===== src/rtl/alu_disp_pkg.sv =====
// Shared definitions for the ALU result seven-segment display:
// result word field positions, FSM states and the hex glyph table.
package alu_disp_pkg;

  localparam int SUM_LSB   = 0;
  localparam int COUT_BIT  = 4;
  localparam int OVF_BIT   = 5;
  localparam int LOGIC_LSB = 6;
  localparam int RES_BITS  = 10;

  typedef enum logic [1:0] {
    ST_IDLE,
    ST_HOLD,
    ST_SHOW
  } state_t;

  typedef struct packed {
    logic [3:0] lgc;
    logic       ovf;
    logic       cout;
    logic [3:0] sum;
  } res_t;

  // Active-low glyphs, bit order g..a
  localparam logic [6:0] HEX_SEG [16] = '{
    7'b1000000, 7'b1111001, 7'b0100100, 7'b0110000,
    7'b0011001, 7'b0010010, 7'b0000010, 7'b1111000,
    7'b0000000, 7'b0010000, 7'b0001000, 7'b0000011,
    7'b1000110, 7'b0100001, 7'b0000110, 7'b0001110
  };

  function automatic res_t unpack_res(
    input logic [RES_BITS-1:0] d
  );
    res_t r;
    r.sum  = d[SUM_LSB +: 4];
    r.cout = d[COUT_BIT];
    r.ovf  = d[OVF_BIT];
    r.lgc  = d[LOGIC_LSB +: 4];
    return r;
  endfunction

endpackage


===== src/rtl/seg7_hex_dec.sv =====
// Combinational hex nibble to active-low
// seven-segment glyph decoder.
module seg7_hex_dec
  import alu_disp_pkg::*;
(
  input  logic [3:0] hex,
  output logic [6:0] seg
);

  always_comb begin
    seg = HEX_SEG[hex];
  end

endmodule


===== src/rtl/alu_seg_display.sv =====
// Captures ALU result words and scans them onto a 4-digit display.
// Optional overflow blink: define ALU_SEG_OVF_BLINK_EN.
module alu_seg_display
  import alu_disp_pkg::*;
#(
  parameter int SCAN_DIV  = 50000,
  parameter int HOLD_CYC  = 1000,
  parameter int BLINK_DIV = 64
) (
  input  logic        clk,
  input  logic        rst,
  input  logic        res_valid,
  input  logic [15:0] res_data,
  output logic        res_ready,
  output logic [7:0]  seg,
  output logic [3:0]  an
);

  localparam int SW =
    (SCAN_DIV > 1) ? $clog2(SCAN_DIV) : 1;
  localparam int HW =
    (HOLD_CYC > 1) ? $clog2(HOLD_CYC) : 1;

  state_t         state;
  state_t         state_nx;
  logic [HW-1:0]  hold_cnt;
  logic [HW-1:0]  hold_nx;
  res_t           res_q;
  logic [SW-1:0]  scan_cnt;
  logic           scan_last;
  logic [1:0]     idx;
  logic           frame_wrap;
  logic           xfer;
  logic           blank;
  logic [3:0]     nib;
  logic [6:0]     glyph;
  logic           dp_n;
  logic           unused_pad;

  assign unused_pad = ^res_data[15:RES_BITS];

  assign res_ready = ~rst & (state != ST_HOLD);
  assign xfer      = res_valid & res_ready;

  always_comb begin
    state_nx = state;
    hold_nx  = hold_cnt;
    unique case (1'b1)
      (state == ST_IDLE),
      (state == ST_SHOW): begin
        if (xfer) begin
          state_nx = ST_HOLD;
          hold_nx  = '0;
        end
      end
      (state == ST_HOLD): begin
        if (hold_cnt == HW'(HOLD_CYC - 1)) begin
          state_nx = ST_SHOW;
        end else begin
          hold_nx = hold_cnt + 1'b1;
        end
      end
      default: begin
        state_nx = ST_IDLE;
      end
    endcase
  end

  always_ff @(posedge clk) begin
    if (rst) begin
      state    <= ST_IDLE;
      hold_cnt <= '0;
      res_q    <= '0;
    end else begin
      state    <= state_nx;
      hold_cnt <= hold_nx;
      if (xfer) begin
        res_q <= unpack_res(res_data[RES_BITS-1:0]);
      end
    end
  end

  assign scan_last  = (scan_cnt == SW'(SCAN_DIV - 1));
  assign frame_wrap = scan_last & (idx == 2'd3);

  // Scan timing free-runs; captures never disturb it
  always_ff @(posedge clk) begin
    if (rst) begin
      scan_cnt <= '0;
      idx      <= '0;
    end else if (scan_last) begin
      scan_cnt <= '0;
      idx      <= idx + 2'd1;
    end else begin
      scan_cnt <= scan_cnt + 1'b1;
    end
  end

`ifdef ALU_SEG_OVF_BLINK_EN
  localparam int BW =
    (BLINK_DIV > 1) ? $clog2(BLINK_DIV) : 1;

  logic [BW-1:0] blink_cnt;
  logic          blink_ph;

  always_ff @(posedge clk) begin
    if (rst) begin
      blink_cnt <= '0;
      blink_ph  <= 1'b0;
    end else if (frame_wrap) begin
      if (blink_cnt == BW'(BLINK_DIV - 1)) begin
        blink_cnt <= '0;
        blink_ph  <= ~blink_ph;
      end else begin
        blink_cnt <= blink_cnt + 1'b1;
      end
    end
  end

  assign blank = blink_ph & res_q.ovf;
`else
  logic unused_blink;

  assign unused_blink = frame_wrap
                      ^ (BLINK_DIV > 0);
  assign blank = 1'b0;
`endif

  always_comb begin
    nib = res_q.sum;
    case (idx)
      2'd0: nib = res_q.sum;
      2'd1: nib = res_q.lgc;
      2'd2: nib = {3'b000, res_q.cout};
      2'd3: nib = {3'b000, res_q.ovf};
      default: nib = res_q.sum;
    endcase
  end

  seg7_hex_dec u_dec (
    .hex (nib),
    .seg (glyph)
  );

  // Decimal point flags a zero sum on the rightmost digit
  assign dp_n = ~((idx == 2'd0) & (res_q.sum == 4'h0));

  always_ff @(posedge clk) begin
    if (rst || state == ST_IDLE) begin
      seg <= 8'hFF;
      an  <= 4'hF;
    end else begin
      seg <= {dp_n, glyph};
      an  <= blank ? 4'hF : ~(4'b0001 << idx);
    end
  end

endmodule

===== config.mk =====
export PLATFORM = sky130hd
export DESIGN_NAME = alu_seg_display
export DESIGN_NICKNAME = d
export VERILOG_FILES = /design/src/rtl/alu_disp_pkg.sv /design/src/rtl/seg7_hex_dec.sv /design/src/rtl/alu_seg_display.sv
export SDC_FILE = /design/constraint.sdc
export NUM_CORES = 1
export LEC_CHECK = 0
export ABC_AREA = 1
export CAP_MARGIN = 40
export CORE_UTILIZATION = 60
export DETAILED_ROUTE_END_ITERATION = 10
export PLACE_DENSITY = 0.87
export SYNTH_ARGS = -nofsm -noshare
export SYNTH_HDL_FRONTEND = slang
export SYNTH_SLANG_ARGS = --single-unit

===== constraint.sdc =====
create_clock -name clk -period 4.61 [get_ports clk]
set_clock_uncertainty 0.05 [all_clocks]
set_input_delay 0.461 -clock clk [delete_from_list [all_inputs] [get_ports clk]]
set_output_delay 0.461 -clock clk [all_outputs]
set_load 0.01 [all_outputs]

### After elaboration in Yosys (flattened, before gate mapping)

Memory sizes are Yosys's and may differ from the RTL's. A register that Yosys moved wholly into a read port is not among the register bits.
Index checks and enable logic that the tools add are counted.

| storage, ports and cells | value |
|---|---|
| memories kept | 1 |
| register bits | 52 |
| logic and storage cells | 52 |
| memory bits (read-only) | 112 |
| input bits | 19 |

| cells by class | value |
|---|---|
| equal/unequal tests | 11 |
| magnitude comparators | 1 |
| reductions and logical operators | 9 |
| add/subtract/negate cells | 3 |
| mux-type cells | 9 |
| bitwise operators | 7 |
| shift operators | 1 |

Memory list:

| memory | words | width | read ports | clocked after Yosys merged registers in | wr ports | line | text |
|---|---|---|---|---|---|---|---|
| (name not given) | 16 | 7 | 1 | 1 | 0 | seg7_hex_dec.sv:11 | `seg = HEX_SEG[hex];` |

Operators by type and width:

| operator | count |
|---|---|
| 10-bit 2-to-1 mux | 2 |
| 10-bit one-hot mux with 2 select lines | 1 |
| 16-bit by 1-bit adder with 16-bit output (second input constant) | 1 |
| 16-bit == test (second input constant) | 1 |
| 4-bit one-hot mux with 4 select lines | 1 |
| 7-bit 2-to-1 mux | 2 |
| 10-bit by 1-bit adder with 10-bit output (second input constant) | 1 |
| 10-bit == test (second input constant) | 1 |
| 2-bit == test (second input constant) | 3 |
| 5-bit >= comparator (second input constant) | 1 |
| 4-bit NOT with 5-bit output | 1 |
| 2-bit by 1-bit == test with 1-bit output (second input constant) | 2 |
| 2-bit logical NOT | 2 |
| 4-bit logical NOT | 1 |
| 2-bit 2-to-1 mux | 2 |
| 2-bit by 1-bit inequality test with 1-bit output (second input constant) | 2 |
| 2-bit inequality test (second input constant) | 2 |
| 4-bit NOT | 1 |
| 2-bit one-hot mux with 2 select lines | 1 |
| 2-bit OR reduction | 2 |
| 1-bit by 2-bit left shift with 4-bit output (first input constant) | 1 |
| 1-bit bitwise AND | 3 |
| 3-bit AND reduction | 1 |
| 2-bit by 1-bit adder with 2-bit output (second input constant) | 1 |
| other kinds (4) | 5 |

### Longest topological paths before layout

| depth | value |
|---|---|
| depth after elaboration | 6 |
| gate-level depth with buffers | 11 |
| depth with buffers taken out | 11 |

### Modules after synthesis

A second synthesis with hierarchy kept.

| unflattened totals | value |
|---|---|
| cells, all modules | 372 |
| area total of the unflattened synthesis | 2646.3 µm² |

By module, submodules not included:

| module | cells each | times used | area each (µm²) |
|---|---|---|---|
| alu_seg_display | 323 | 1 | 2372.3 |
| seg7_hex_dec | 49 | 1 | 274.0 |

### Least setup slack after synthesis

No wires, ideal clock.

| timing | value |
|---|---|
| path type | reg-to-reg |
| from | register idx[0] |
| to | register seg[5] |
| slack | 2525 ps |
| clock period less this slack | 2085 ps |
| setup time | 126 ps |
| data arrival time | 1909 ps |
| stages on the path, launching flop included | 12 |
| required time | 4434 ps |
| cell sequence | dfxtp_1 inv_1 ha_1 inv_2 nand2_1 o21ai_0 inv_1 ha_1 nand2_1 o21ai_0 o21ai_0 nand2_1 |

| on the way | value |
|---|---|
| longest elaborated chain between the ends | 3 |

Ends and longest elaborated chain:

| what | line | text |
|---|---|---|
| start: declaration | alu_seg_display.sv:31 | `logic [1:0] idx;` |
| start signal: assignment | alu_seg_display.sv:93 | `idx <= idx + 2'd1;` |
| 2-bit == test (tied with other cells) | alu_seg_display.sv:131 | `case (idx)` |
| 4-bit one-hot mux with 4 select lines (*) | alu_seg_display.sv:131 |  |
| 4-bit NOT with 5-bit output (not written as such) (*) | seg7_hex_dec.sv:11 |  |
| end: declaration | alu_seg_display.sv:15 | `output logic [7:0] seg,` |

Every way passes the cells marked *; elsewhere a longest branch is shown, timed or not.
A chain may end at the register's enable or synchronous reset.

### Worst setup path in the final report

Same ends and word-level chain as after synthesis.

==> results.md <==
- Total die area: 4710 um^2
- Met1 Wirelength: 2.26 mm
- Placed insts: 435
- CP Capture Type: register
- CP bufs+invs: 3
- Wire length per cell: 11.4 um
- Post-route cell area: 3030 um^2
- Vert. Die Dim: 68.6 um
- Total power: 828 uW
- Clock-pin slew on the worst setup and hold paths: 0.10 ns
- First-pass GRT wire length: 8.44 mm
- Die Wd: 68.6 um
- Share of layout cells above drive strength 1: 12.5%
- Syn-to-layout area delta: 13.7%
- Max_slew headroom: 41.0%
- Run status: completed
- Slowest cell on crit path: o21ai_0
- Drt drc: 0
- Post-synthesis average cell area: 7.27 um^2
- Hold endpoint: scan_cnt[0]
- Switch Pwr: 221 uW
- Pwr dens: 274 nW/um^2
- Post-synth cell types: 37
- Register area share after synthesis: 39.1%
- Diodes inserted: 0
- Final WL: 5.07 mm
- Slew of the pin with the lowest slew margin: 0.884 ns
- Post-synth top area share: 39.1%
- Cells on worst reg2reg path: 11
- Largest net degree at the start of global routing: 23
- Cell Area, Placed: 2930 um^2
- Synthesized area: 2660 um^2
- Max-Cap Viols: 0
- Synth warnings: 0
- Ys async rst share: 0%
- Critical path, cell by cell: inv_1 > ha_1 > inv_2 > nand2_1 > o21ai_0 > inv_1 > ha_1 > nand2_1 > o21ai_0 > o21ai_0 > nand2_1
- Final cycle utilization of the critical path: 53.3%
- DP Worst Slack: 2.01 ns
- Clk pwr share: 32.4%
- Ys flop type: dfxtp_1
- Combinational power share: 10.7%
- DR top layer: met4
- I/O Buffers: 25
- CTS resizes: 0
- Worst EP arrival: 2.59 ns
- Vias in the first global route: 2,101
- Critical path's top delay family: compound AO/OA/AOI/OAI gates
- Hold Path Class: reg2reg
- Fmax: 0.407 GHz
- Routability congestion estimate from global placement: 0.871
- Vias/cell: 5.30
- Design internal power: 607 uW
- Root Driver: clkbuf_8
- Antenna-violating nets left: 0
- CP Max Fanout: 6
- Nets: 424
- CTS Hold Bufs: 0
- Initial Util: 64.7%
- CTS tree: built
- CP Launch Type: register
- Final setup fails: 0
- Tmin final: 2.46 ns
- Post-Layout Cell Count: 443
- Net Sw Frac: 26.7%
- Hold Path Cell Cnt: 1
- Syn nets: 398
- Post-CTS setup buffer count: 0
- Initial DRC count: 115
- Initial antenna violation count: 0
- Congestion Overflow GR: 0
- Drt first pass iters: 4
- Mapped Cells: 366
- Ports: 32
- Leakage power: 1.12 nW
- CTS Buf Count: 5
- CTS max path bufs: 2
- Fin worst setup slack: 2.15 ns
- Setup TNS: 0 ns
- Htree depth: 2
- Rows: 23
- Register share of total power: 57.0%
- Clock Sinks: 52
- Core area: 4120 um^2
- RSZ-0062 raised after global routing: false
- Reg2Reg Setup Slack: 2.15 ns
- Leading area contributor after synthesis: dfxtp_1
- Count leader, synth: nand2_1
- Pins Over Slew Limit: 0
- Total GRT Usage: 23.8%
- Vias: 2,347
- Skew-Pair Late Insertion Delay: 0.31 ns
- R2r startpoint: idx[0]
- Crit path kind: reg2reg
- FF-to-FF End: seg[5]
- WL met3: 203 um
- Crit-path max cell delay: 0.53 ns
- Synth area leaders: dfxtp_1 (39%), nand2_1 (14%), ha_1 (6.1%)
- Hpwl dp: 3.71 mm
- WL met2: 2.55 mm
- #FFs+latches synth: 52
- CP required: 4.74 ns
- Number of synthesized flops with an enable pin: 0
- Peak VDD IR: 236 uV
- Hold wc startpoint: scan_cnt[0]
- Commonest cells in the netlist: nand2_1 (102), dfxtp_1 (52), inv_1 (38)
- Hold Vio Cnt, Final: 0
[layout by cell type, fill, tap and decap left out, types with 3 or more instances in the layout]
cell type and count:
a21oi_1 13, a21oi_2 4, clkbuf_8 5, clkdlybuf4s50_1 25, dfxtp_1 52, ha_1 13
inv_1 38, inv_2 6, nand2_1 102, nand2_2 8, nand2_4 3, nand3_1 27
nand4_1 5, nor2_1 26, nor2_2 8, nor2_4 3, nor3_1 6, nor3_2 4
o21ai_0 19, o21ai_1 5
[metrics by stage]
step | hold WS [ns] | util [%]
finish | 0.416 | 73.5
CTS | 0.423 | 73.5
floorplan | 0.377 | -
detailed placement | 0.399 | 71.3
global route | 0.440 | 73.5
global placement | 0.387 | 71.3
[metal layers]
metal,global-route usage [%],vias to the layer above
met5,0,-
met4,7.29,0
met3,5.26,8
met2,44.6,48
met1,26.2,1072
li1,-,1219
[power groups by stage]
stage               clock [mW]  combinational (mW)  sequential (mW)
floorplan                    0              0.0578            0.482
global placement             0              0.0855            0.481
detailed placement           0              0.0875            0.482
CTS                      0.269              0.0883            0.472
global route             0.282               0.100            0.473
finish                   0.268              0.0884            0.472
[sequential cells by signal, summed over array words and instances (netlist names)]
register	cells
res_q	10
idx	2
an	4
seg	8
scan_cnt	16
state	2
hold_cnt	10
[logic make-up after synthesis]
logic type,synth area share (%)
and+or+nand+nor,36.0
DFF,39.1
buffers and inverters,7.89
AOI/OAI and AO/OA,9.96
adders and majority gates,6.11
xor gates and xnor gates,0.987
[final cells by class]
class,count,area [um^2]
Fill cell,328,1090
Multi-Input combinational cell,263,1410
Clock buffer,5,68.8
Sequential cell,52,1040
Timing Repair Buffer,25,250
Inverter,45,169
Tap cell,50,62.6
Clock inverter,3,23.8
[worst max-delay path by stage]
stage | from | endpoint | cells past startpoint
after detailed placement | rst | hold_cnt[5] | 8
final | idx[0] | seg[5] | 11
after CTS | idx[0] | seg[5] | 11
after floorplan | idx[0] | seg[5] | 11
after global routing | idx[0] | seg[5] | 11
after global placement | rst | hold_cnt[5] | 8
Power figures use the tool's default switching activity.
==> RTL edit: new RTL, same settings <==
Change the parameter `SCAN_DIV` from 50000 to 25000.
--- a/src/rtl/alu_seg_display.sv
+++ b/src/rtl/alu_seg_display.sv
@@ -5,3 +5,3 @@
 #(
-  parameter int SCAN_DIV  = 50000,
+  parameter int SCAN_DIV  = 25000,
   parameter int HOLD_CYC  = 1000,
Behaviour: same outputs for any inputs over 10 cycles, from zero or initial values and one cycle with rst high; that may be too few to reach the edited logic, so the function may still have changed.
==> RTL edit against the unedited design <==
Combinational power rose by 5.9%; first-iteration DRC count rose by 25%; final area fell by 3.4%; power fell by 0.32%; area after synthesis fell by 4.1%; final cell count fell by 3.2%; highest routed layer unchanged; worst hold slack improved by 0.0031 ns; setup slack got worse by 0.18 ns; fmax fell by 6.8%; clock power barely moved; sequential cell count fell by 1; wire length fell by 1.6%.
==> RTL edit: results <==
group,metric,value,unit
status,status,"finished, final reports clean",
global_routing,grt_max_degree,22,
global_routing,use_met1,27.3,%
pwr,p_leak,1.18,nW
drt,first_iter_violations,144,
finish,drive_above_1_share,5.54,%
sta,fmax,380,MHz
global_routing,grt_first_pass_wirelength,8490,µm
yosys,synth.area.top_cells,"dfxtp_1 40%, nand2_1 14%, inv_1 6.6%",
drt,viasPerCell,5.15,
global_routing,grt_usage,24.6,%
drt,wl_per_cell,11.6,µm
yosys,ys_seq_area_share,40.0,%
yosys,synth_common_cells,"98 x nand2_1, 51 x dfxtp_1, 45 x inv_1, 35 x nor2_1, 32 x nand3_1",
yosys,synth_compound_area_share,10.2,%
finish,top_regs,"scan_cnt (15), hold_cnt (10), res_q (10)",
yosys,synth_cell_types,30,
drt,drt_first_pass_iters,5,
yosys,synth_adder_area_share,6.37,%
placed_design,place_congestion,0.868,
sta,slew_headroom,43.5,%
placed_design,place_ws,1.79,ns
global_routing,grtUsageMet3,5.07,%
finish,fin_nets,410,
worst_setup_path,ff2ff_setup_slack,1.98,ns
yosys,synth_nets,385,
worst_setup_path,critPathArrivalTime,2.76,ns
pwr,ir_drop,0.180,mV
clock_network,clk_latency,0.32,ns
finish,n_fill_cell,340,
[RTL edit: cell types whose count changed in the layout (fill, tap and decap cells not counted), sizes merged, moves of 3 or more]
cell / unedited run / this run
nand3: 30 / 33
o31ai: 1 / 4
nand2: 113 / 102
nor3: 10 / 5
o21ai: 25 / 13
xor2: 2 / 7
[RTL edit: final timing paths]
kind / start / end
setup / recovery: idx[0] / seg[5]
hold / removal: scan_cnt[0] / scan_cnt[0]
setup reg to reg: idx[0] / seg[5]
hold reg to reg: scan_cnt[0] / scan_cnt[0]
[RTL edit: cell type report]
class	count	area (µm²)	area share (%)
Multi-Input combinational cell	250	1330	45.4
Sequential cell	51	1020	34.9
Timing Repair Buffer	25	250	8.56
Inverter	45	169	5.78
Clock buffer	5	68.8	2.35
Tap cell	50	62.6	2.14
Clock inverter	3	23.8	0.813
[RTL edit: metal layers]
metal / up-vias / wire length (µm)
met2: 52 / 2540
li1: 1172 / -
met4: 0 / 33
met3: 4 / 194
met1: 982 / 2220
met5: - / 0
[RTL edit: kinds of logic (layout without fill, tap and decap cells)]
kind of cell | count (synthesis) | after routing
AO/OA/AOI/OAI | 42 | 42
XOR/XNOR | 8 | 8
adder cells (fa/ha/maj) | 13 | 13
buffers and inverters | 52 | 78
flip-flops | 51 | 51
AND/OR/NAND/NOR | 187 | 187
[RTL edit: stage by stage]
stage	std cells	hold WS, ns	area [µm²]	power [mW]
2_1_floorplan	353	0.379	2550	0.535
3_3_place_gp	421	0.392	2830	0.563
3_5_place_dp	421	0.402	2830	0.567
4_1_cts	429	0.423	2920	0.830
5_1_grt	429	0.440	2920	0.860
6_report	429	0.419	2920	0.825
[RTL edit: power by group]
part	internal [mW]	switching, mW
Clock	0.109	0.160
Combinational	0.0386	0.0550
Sequential	0.455	0.00858
Total	0.602	0.223
